**config.mk**
```make
export PLATFORM = sky130hd
export DESIGN_NAME = sort_scheduler_flat
export DESIGN_NICKNAME = d
export VERILOG_FILES = /design/src/rtl/sort_scheduler_if.sv /design/src/rtl/sort_scheduler.sv /design/src/flat_wrapper.sv
export SDC_FILE = /design/constraint.sdc
export NUM_CORES = 2
export LEC_CHECK = 0
export CELL_PAD_IN_SITES_DETAIL_PLACEMENT = 0
export CELL_PAD_IN_SITES_GLOBAL_PLACEMENT = 1
export CORE_MARGIN = 3
export CORE_UTILIZATION = 53
export CTS_BUF_LIST = sky130_fd_sc_hd__clkbuf_2 sky130_fd_sc_hd__clkbuf_4 sky130_fd_sc_hd__clkbuf_8
export DETAILED_ROUTE_END_ITERATION = 10
export GPL_ROUTABILITY_DRIVEN = 1
export GPL_TIMING_DRIVEN = 0
export PLACE_DENSITY_LB_ADDON = 0.2
export SLEW_MARGIN = 20
export SYNTH_ARGS = -nofsm -noshare
export SYNTH_HDL_FRONTEND = slang
export SYNTH_SLANG_ARGS = --single-unit
```
**constraint.sdc**
```tcl
create_clock -name clk -period 26 [get_ports clk]
set_clock_uncertainty 0.1 [all_clocks]
set_input_delay 3.9 -clock clk [delete_from_list [all_inputs] [get_ports clk]]
set_output_delay 3.9 -clock clk [all_outputs]
set_load 0.005 [all_outputs]
```
**src/rtl/sort_scheduler_if.sv**
```systemverilog
// rtl/sort_scheduler_if.sv - handshake bundle between receive buffer, sorter core and UART transmitter
interface sort_scheduler_if #(
  parameter int WIDTH = 32,
  parameter int DEPTH = 8
);
  // receive buffer -> scheduler
  logic             in_valid;
  logic [WIDTH-1:0] in_array [DEPTH];
  // scheduler <-> sorter core
  logic             sort_start;
  logic [WIDTH-1:0] sort_array [DEPTH];
  logic             sort_done;
  logic [WIDTH-1:0] sort_result [DEPTH];
  // scheduler -> UART transmitter
  logic             tx_valid;
  logic [7:0]       tx_byte;
  logic             tx_ready;

  // scheduler side
  modport master (
    input  in_valid, in_array, sort_done, sort_result, tx_ready,
    output sort_start, sort_array, tx_valid, tx_byte
  );

  // environment side (receive buffer, sorter, transmitter)
  modport slave (
    output in_valid, in_array, sort_done, sort_result, tx_ready,
    input  sort_start, sort_array, tx_valid, tx_byte
  );
endinterface

```
**src/rtl/sort_scheduler.sv**
```systemverilog
// rtl/sort_scheduler.sv - job queue and single-job issue/serialise FSM for the bitonic sorter (optional watchdog: SORT_SCHED_WATCHDOG_EN)
module sort_scheduler #(
  parameter int WIDTH   = 32,
  parameter int DEPTH   = 8,
  parameter int NUM_SEQ = 10,
  parameter int TIMEOUT = 1024
) (
  input  logic              clk,
  input  logic              rst,
  sort_scheduler_if.master  bus,
  output logic              busy,
  output logic              overflow,
  output logic              timeout_err
);

  localparam int PW = (NUM_SEQ > 1) ? $clog2(NUM_SEQ) : 1;
  localparam int CW = $clog2(NUM_SEQ + 1);
  localparam int NB = DEPTH * 4;
  localparam int IW = $clog2(NB);
  localparam logic [CW-1:0] FULL    = CW'(NUM_SEQ);
  localparam logic [PW-1:0] LAST    = PW'(NUM_SEQ - 1);
  localparam logic [IW-1:0] IDX_END = IW'(NB - 1);

  typedef enum logic [1:0] {IDLE, ISSUE, WAIT, SEND} state_t;

  state_t           state, state_next;
  logic [WIDTH-1:0] mem [NUM_SEQ][DEPTH];
  logic [WIDTH-1:0] result [DEPTH];
  logic [PW-1:0]    wr_ptr, rd_ptr;
  logic [CW-1:0]    count;
  logic [IW-1:0]    idx;
  logic             push, pop, load_issue, capture, advance, timed_out;

  // A pop in the same cycle frees a slot, so a full queue still accepts then
  assign push = bus.in_valid && ((count != FULL) || pop);
  assign busy = (state != IDLE) || (count != '0);

  // FSM state register
  always_ff @(posedge clk) begin
    if (rst) state <= IDLE;
    else     state <= state_next;
  end

  // FSM next state, datapath strobes and state-decoded outputs
  always_comb begin
    state_next     = state;
    pop            = 1'b0;
    load_issue     = 1'b0;
    capture        = 1'b0;
    advance        = 1'b0;
    bus.sort_start = (state == ISSUE);
    bus.tx_valid   = (state == SEND);
    bus.tx_byte    = 8'h00;
    case (state)
      IDLE: begin
        if (count != '0) begin
          load_issue = 1'b1;
          state_next = ISSUE;
        end
      end
      ISSUE: begin
        pop        = 1'b1;
        state_next = WAIT;
      end
      WAIT: begin
        if (bus.sort_done) begin
          capture    = 1'b1;
          state_next = SEND;
        end else if (timed_out) begin
          state_next = IDLE;
        end
      end
      SEND: begin
        bus.tx_byte = result[idx[IW-1:2]][{idx[1:0], 3'b000} +: 8];
        if (bus.tx_ready) begin
          advance = 1'b1;
          if (idx == IDX_END) state_next = IDLE;
        end
      end
      default: state_next = IDLE;
    endcase
  end

  // Circular job queue with drop-and-flag on overflow
  always_ff @(posedge clk) begin
    if (rst) begin
      wr_ptr   <= '0;
      rd_ptr   <= '0;
      count    <= '0;
      overflow <= 1'b0;
    end else begin
      if (push) begin
        mem[wr_ptr] <= bus.in_array;
        wr_ptr      <= (wr_ptr == LAST) ? '0 : wr_ptr + 1'b1;
      end
      if (pop) rd_ptr <= (rd_ptr == LAST) ? '0 : rd_ptr + 1'b1;
      case ({push, pop})
        2'b10:   count <= count + 1'b1;
        2'b01:   count <= count - 1'b1;
        default: count <= count;
      endcase
      if (bus.in_valid && !push) overflow <= 1'b1;
    end
  end

  // Issue register (loaded on the way into ISSUE) and sorted-result capture
  always_ff @(posedge clk) begin
    if (rst) begin
      for (int e = 0; e < DEPTH; e++) begin
        bus.sort_array[e] <= '0;
        result[e]         <= '0;
      end
    end else begin
      if (load_issue) bus.sort_array <= mem[rd_ptr];
      if (capture)    result         <= bus.sort_result;
    end
  end

  // Byte index: restarts on every issue, wraps naturally after the last byte
  always_ff @(posedge clk) begin
    if (rst || state == ISSUE) idx <= '0;
    else if (advance)          idx <= idx + 1'b1;
  end

`ifdef SORT_SCHED_WATCHDOG_EN
  localparam int WDW = $clog2(TIMEOUT + 1);
  logic [WDW-1:0] wd_cnt;

  assign timed_out = (state == WAIT) && (wd_cnt == WDW'(TIMEOUT - 1));

  // Watchdog: counts WAIT cycles; a same-cycle sort_done beats the timeout
  always_ff @(posedge clk) begin
    if (rst || state != WAIT) wd_cnt <= '0;
    else                      wd_cnt <= wd_cnt + 1'b1;
  end

  // Sticky abandoned-job flag
  always_ff @(posedge clk) begin
    if (rst)                               timeout_err <= 1'b0;
    else if (timed_out && !bus.sort_done)  timeout_err <= 1'b1;
  end
`else
  // No watchdog: WAIT lasts until the sorter answers and the flag stays low
  assign timed_out   = 1'b0;
  assign timeout_err = 1'b0 & (TIMEOUT < 0);
`endif

endmodule

```
**src/flat_wrapper.sv**
```systemverilog
// flat-port wrapper written by rule: the top's interface ports become plain ports
module sort_scheduler_flat 
#(
  parameter int WIDTH   = 32,
  parameter int DEPTH   = 8,
  parameter int NUM_SEQ = 10,
  parameter int TIMEOUT = 1024
)
  (clk, rst, busy, overflow, timeout_err, bus_in_valid, bus_in_array, bus_sort_done, bus_sort_result, bus_tx_ready, bus_sort_start, bus_sort_array, bus_tx_valid, bus_tx_byte);
  sort_scheduler_if #(.WIDTH(WIDTH), .DEPTH(DEPTH)) bus_i ();
  input  logic clk;
  input  logic rst;
  output logic busy;
  output logic overflow;
  output logic timeout_err;
  input wire logic [$bits(bus_i.in_valid)-1:0] bus_in_valid;
  input wire logic [$bits(bus_i.in_array)-1:0] bus_in_array;
  input wire logic [$bits(bus_i.sort_done)-1:0] bus_sort_done;
  input wire logic [$bits(bus_i.sort_result)-1:0] bus_sort_result;
  input wire logic [$bits(bus_i.tx_ready)-1:0] bus_tx_ready;
  output wire logic [$bits(bus_i.sort_start)-1:0] bus_sort_start;
  output wire logic [$bits(bus_i.sort_array)-1:0] bus_sort_array;
  output wire logic [$bits(bus_i.tx_valid)-1:0] bus_tx_valid;
  output wire logic [$bits(bus_i.tx_byte)-1:0] bus_tx_byte;
  assign bus_i.in_valid = bus_in_valid;
  assign bus_i.in_array = {>>{bus_in_array}};
  assign bus_i.sort_done = bus_sort_done;
  assign bus_i.sort_result = {>>{bus_sort_result}};
  assign bus_i.tx_ready = bus_tx_ready;
  assign bus_sort_start = bus_i.sort_start;
  assign bus_sort_array = {>>{bus_i.sort_array}};
  assign bus_tx_valid = bus_i.tx_valid;
  assign bus_tx_byte = bus_i.tx_byte;
  sort_scheduler #(.WIDTH(WIDTH), .DEPTH(DEPTH), .NUM_SEQ(NUM_SEQ), .TIMEOUT(TIMEOUT)) u_core (.clk(clk), .rst(rst), .bus(bus_i), .busy(busy), .overflow(overflow), .timeout_err(timeout_err));
endmodule
```
==> run summary <==
- maximum number of pins on one net before global-route repair: 24
- total via count after detailed routing: 66.3k
- Total Die Area: 226000 um2
- CTS Hold Buffers Added: 0
- Syn Inst Count: 6324
- horizontal die dimension: 475 um
- core area: 218000 um2
- Static Leak: 46.3 nW
- DR iter-0 viols: 6273
- GRT Total Usage: 0.291
- worst-path cell with the longest stage delay: sky130_fd_sc_hd__buf_1
- source-to-sink clock delay at the later pin of the worst-skew pair: 1.13 ns
- number of instances in the placed design: 10.2k
- post-route non-filler standard cell count: 11.1k
- register-to-register path setup slack: 21.72 ns
- total CTS buffers: 495
- delay of the slowest critical-path stage: 0.70 ns
- Post-synth EDFFs: 2560
- final RePlAce weighted congestion: 0.913
- sinks on the clock net: 3092
- crit-path most repeated cell: sky130_fd_sc_hd__buf_2
- cell-by-cell trace of the critical path: buf_2 > buf_1 > buf_2 > mux4_2 > a22oi_1 > a31oi_1 > clkdlybuf4s50_1
- count of final setup violators: 0
- sequential share of the synthesized area: 0.749
- crit start category: flip-flop
- clock tree from TritonCTS: yes
- synthesis-to-finish area growth: 22.1%
- vertical die dimension: 475 um
- CP Data Required Time: 22.00 ns
- post-synth top area cell: sky130_fd_sc_hd__edfxtp_1
- status: finished, final reports clean
- Relative slew margins: 0.283
- clock-pin slew on the worst setup and hold paths: 0.06 ns
- Crit Path Max Fanout: 10
- Critical Path End Type: output port
- via count normalized by instance count: 5.96
- top-area cell type share of the netlist area: 0.658
- number of gates given a new drive strength after cts: 0
- leading cell types in the layout, fill and taps excluded: sky130_fd_sc_hd__edfxtp_1 (2560), sky130_fd_sc_hd__clkdlybuf4s50_1 (783), sky130_fd_sc_hd__nand2_1 (781)
- DRC: 0
- post-synthesis instance area: 117000 um2
- post-CTS setup repair buffer count: 0
- setup repair after global routing missed its margin: no
- Worst path top cell family by delay: buffers and inverters
- mean instance size in the synthesized netlist: 18.5 um2
- fin. max-slew vios: 0
- worst path arrival time: 4.70 ns
- Unique masters post-synth: 46
- detailed-routing iteration count for the pre-antenna-repair pass: 6
- Max Buffers Root-to-Sink: 4
- Peak Freq: 115 MHz
- power density over the cells: 90.9 nW/um2
- peak supply drop: 65.2 uV
- post-route minimum period: 8.70 ns
- FP Rows: 171
- type of the worst min-delay path: reg2reg
- routed wirelength normalized by instance count: 29.7 um
- nets in the synthesized netlist: 6848
- Synth async-reset ratio: 0
- FF+latch count, synth: 3092
- number of global-route vias before repair: 67.3k
- type of the setup path with the least slack: reg2out
- most common cell after layout, fill and taps aside: sky130_fd_sc_hd__edfxtp_1
- count of port buffers added during placement: 783
- final critical-path share of the clock period: 0.335
- TNS Setup: 0 ns
- global-route wire length before repair: 471000 um
- Critical path buffers and inverters: 4
- Initial Util: 0.535
- total detailed-routing wirelength: 330000 um
- fraction of final layout cells sized beyond drive strength 1: 0.218
- number of primary I/O pins: 786
- Synth Flop Type: sky130_fd_sc_hd__edfxtp_1
- biggest area contributors in the synthesized netlist: sky130_fd_sc_hd__edfxtp_1 (66%), sky130_fd_sc_hd__mux4_2 (11%), sky130_fd_sc_hd__dfxtp_1 (9.1%)
- Routed Antenna Nets: 0
- clock root buffer: sky130_fd_sc_hd__clkbuf_8
- total overflow reported by the global router: 0
- count of yosys warnings during synthesis: 0
- initial antenna violation count: 98
- CTS H-tree lvls: 5
- HPWL after detailed placement: 229000 um
- number of hold violations in the final report: 0
- pin slew with the least headroom to its limit: 1.08 ns
- number of nets at the end of the flow: 8345
- number of max-capacitance violations reported: 0
==> final timing paths <==
kind / start / to / depth (start not counted)
setup / recovery: u_core.idx[3]$_SDFFE_PP0P_ / bus_tx_byte[2] / 7
hold / removal: u_core.result[61]$_SDFFE_PP0P_ / u_core.result[61]$_SDFFE_PP0P_ / 2
setup reg to reg: u_core.state[1]$_SDFFE_PP0P_ / u_core.mem[4][188]$_DFFE_PP_ / 12
hold reg to reg: u_core.result[61]$_SDFFE_PP0P_ / u_core.result[61]$_SDFFE_PP0P_ / 2
==> worst min-delay path: stages, from the launching register on <==
cell	delay (ns)
sky130_fd_sc_hd__dfxtp_1	0.30
sky130_fd_sc_hd__nand2_1	0.05
sky130_fd_sc_hd__a21oi_1	0.05
==> where the power goes <==
group	total (mW)	switching, mW	internal (mW)
clock	4.28	1.86	2.42
sequential	5.80	0.170	5.63
combinational	2.88	1.42	1.47
total	13.0	3.45	9.52
==> cells in the mapped netlist (2+ instances only) <==
cell type                  instances
sky130_fd_sc_hd__dfxtp_1         532
sky130_fd_sc_hd__mux4_2          576
sky130_fd_sc_hd__xor2_1            4
sky130_fd_sc_hd__nor2_1           19
sky130_fd_sc_hd__buf_1            33
sky130_fd_sc_hd__inv_1             7
sky130_fd_sc_hd__nand3_1           3
sky130_fd_sc_hd__mux2i_1         265
sky130_fd_sc_hd__a22oi_1           9
sky130_fd_sc_hd__o21a_1            2
sky130_fd_sc_hd__xnor2_1           4
sky130_fd_sc_hd__buf_4             8
sky130_fd_sc_hd__o21ai_0           5
sky130_fd_sc_hd__or4_1             2
sky130_fd_sc_hd__o221ai_1          8
sky130_fd_sc_hd__or2_2             6
sky130_fd_sc_hd__or3_1             2
sky130_fd_sc_hd__nor2b_1         262
sky130_fd_sc_hd__mux2_2           19
sky130_fd_sc_hd__a31oi_1           8
sky130_fd_sc_hd__nand2_1         781
sky130_fd_sc_hd__and2_1            2
sky130_fd_sc_hd__nand2b_1          4
sky130_fd_sc_hd__ha_1              7
sky130_fd_sc_hd__and3_1            2
sky130_fd_sc_hd__edfxtp_1       2560
sky130_fd_sc_hd__nor3_1           17
sky130_fd_sc_hd__buf_2            69
sky130_fd_sc_hd__buf_6            28
sky130_fd_sc_hd__a32o_1          256
sky130_fd_sc_hd__a21oi_1         262
sky130_fd_sc_hd__nand3b_1          2
sky130_fd_sc_hd__clkbuf_1        292
sky130_fd_sc_hd__a211o_1         256
==> kinds of logic (layout without fill, tap and decap cells) <==
group,Yosys count,after routing,synth area share
xor gates and xnor gates,8,8,0.000600
and+or+nand+nor,1108,1108,0.0422
buffers and inverters,437,2346,0.0168
adders and majority gates,7,7,0.000750
muxes,860,860,0.136
AOI/OAI and AO/OA,811,811,0.0547
other,1,40,0.0000321
DFF,3092,3092,0.749
==> state kept, by name (all words and copies together) (netlist names) <==
name                   count
u_core.mem              2560
u_core.bus.sort_array    256
u_core.result            256
u_core.idx                 5
u_core.count               4
u_core.rd_ptr              4
u_core.wr_ptr              4
u_core.state               2
u_core.overflow            1
==> per-layer routing <==
metal	GRT usage	wire length (um)
met5	0	471
met3	0.0800	30200
met4	0.135	15200
met2	0.459	156000
met1	0.379	128000
==> through the flow <==
step | cell area, um2 | power [mW] | setup WS (ns) | hold WS, ns | util
after global placement | 128000 | 8.80 | -18.09 | 0.339 | 0.588
after floorplan | 117000 | 7.56 | 2.71 | 0.333 | -
after detailed placement | 132000 | 8.81 | 18.00 | 0.343 | 0.606
after global routing | 143000 | 13.5 | 17.16 | 0.371 | 0.653
final | 143000 | 13.0 | 17.30 | 0.351 | 0.653
after CTS | 143000 | 13.1 | 17.11 | 0.351 | 0.653
==> area by class of cell <==
cell class                      instances  area (um2)
Antenna cell                           39        97.6
Fill cell                           15000       75600
Clock inverter                        153        1190
Tap cell                             2854        3570
Clock buffer                          756        9170
Timing Repair Buffer                 1000       11700
Multi-Input combinational cell       2795       27400
Buffer                                430        1960
Sequential cell                      3092       87500
Inverter                                7        26.3
(Power assumes the default switching activity.)
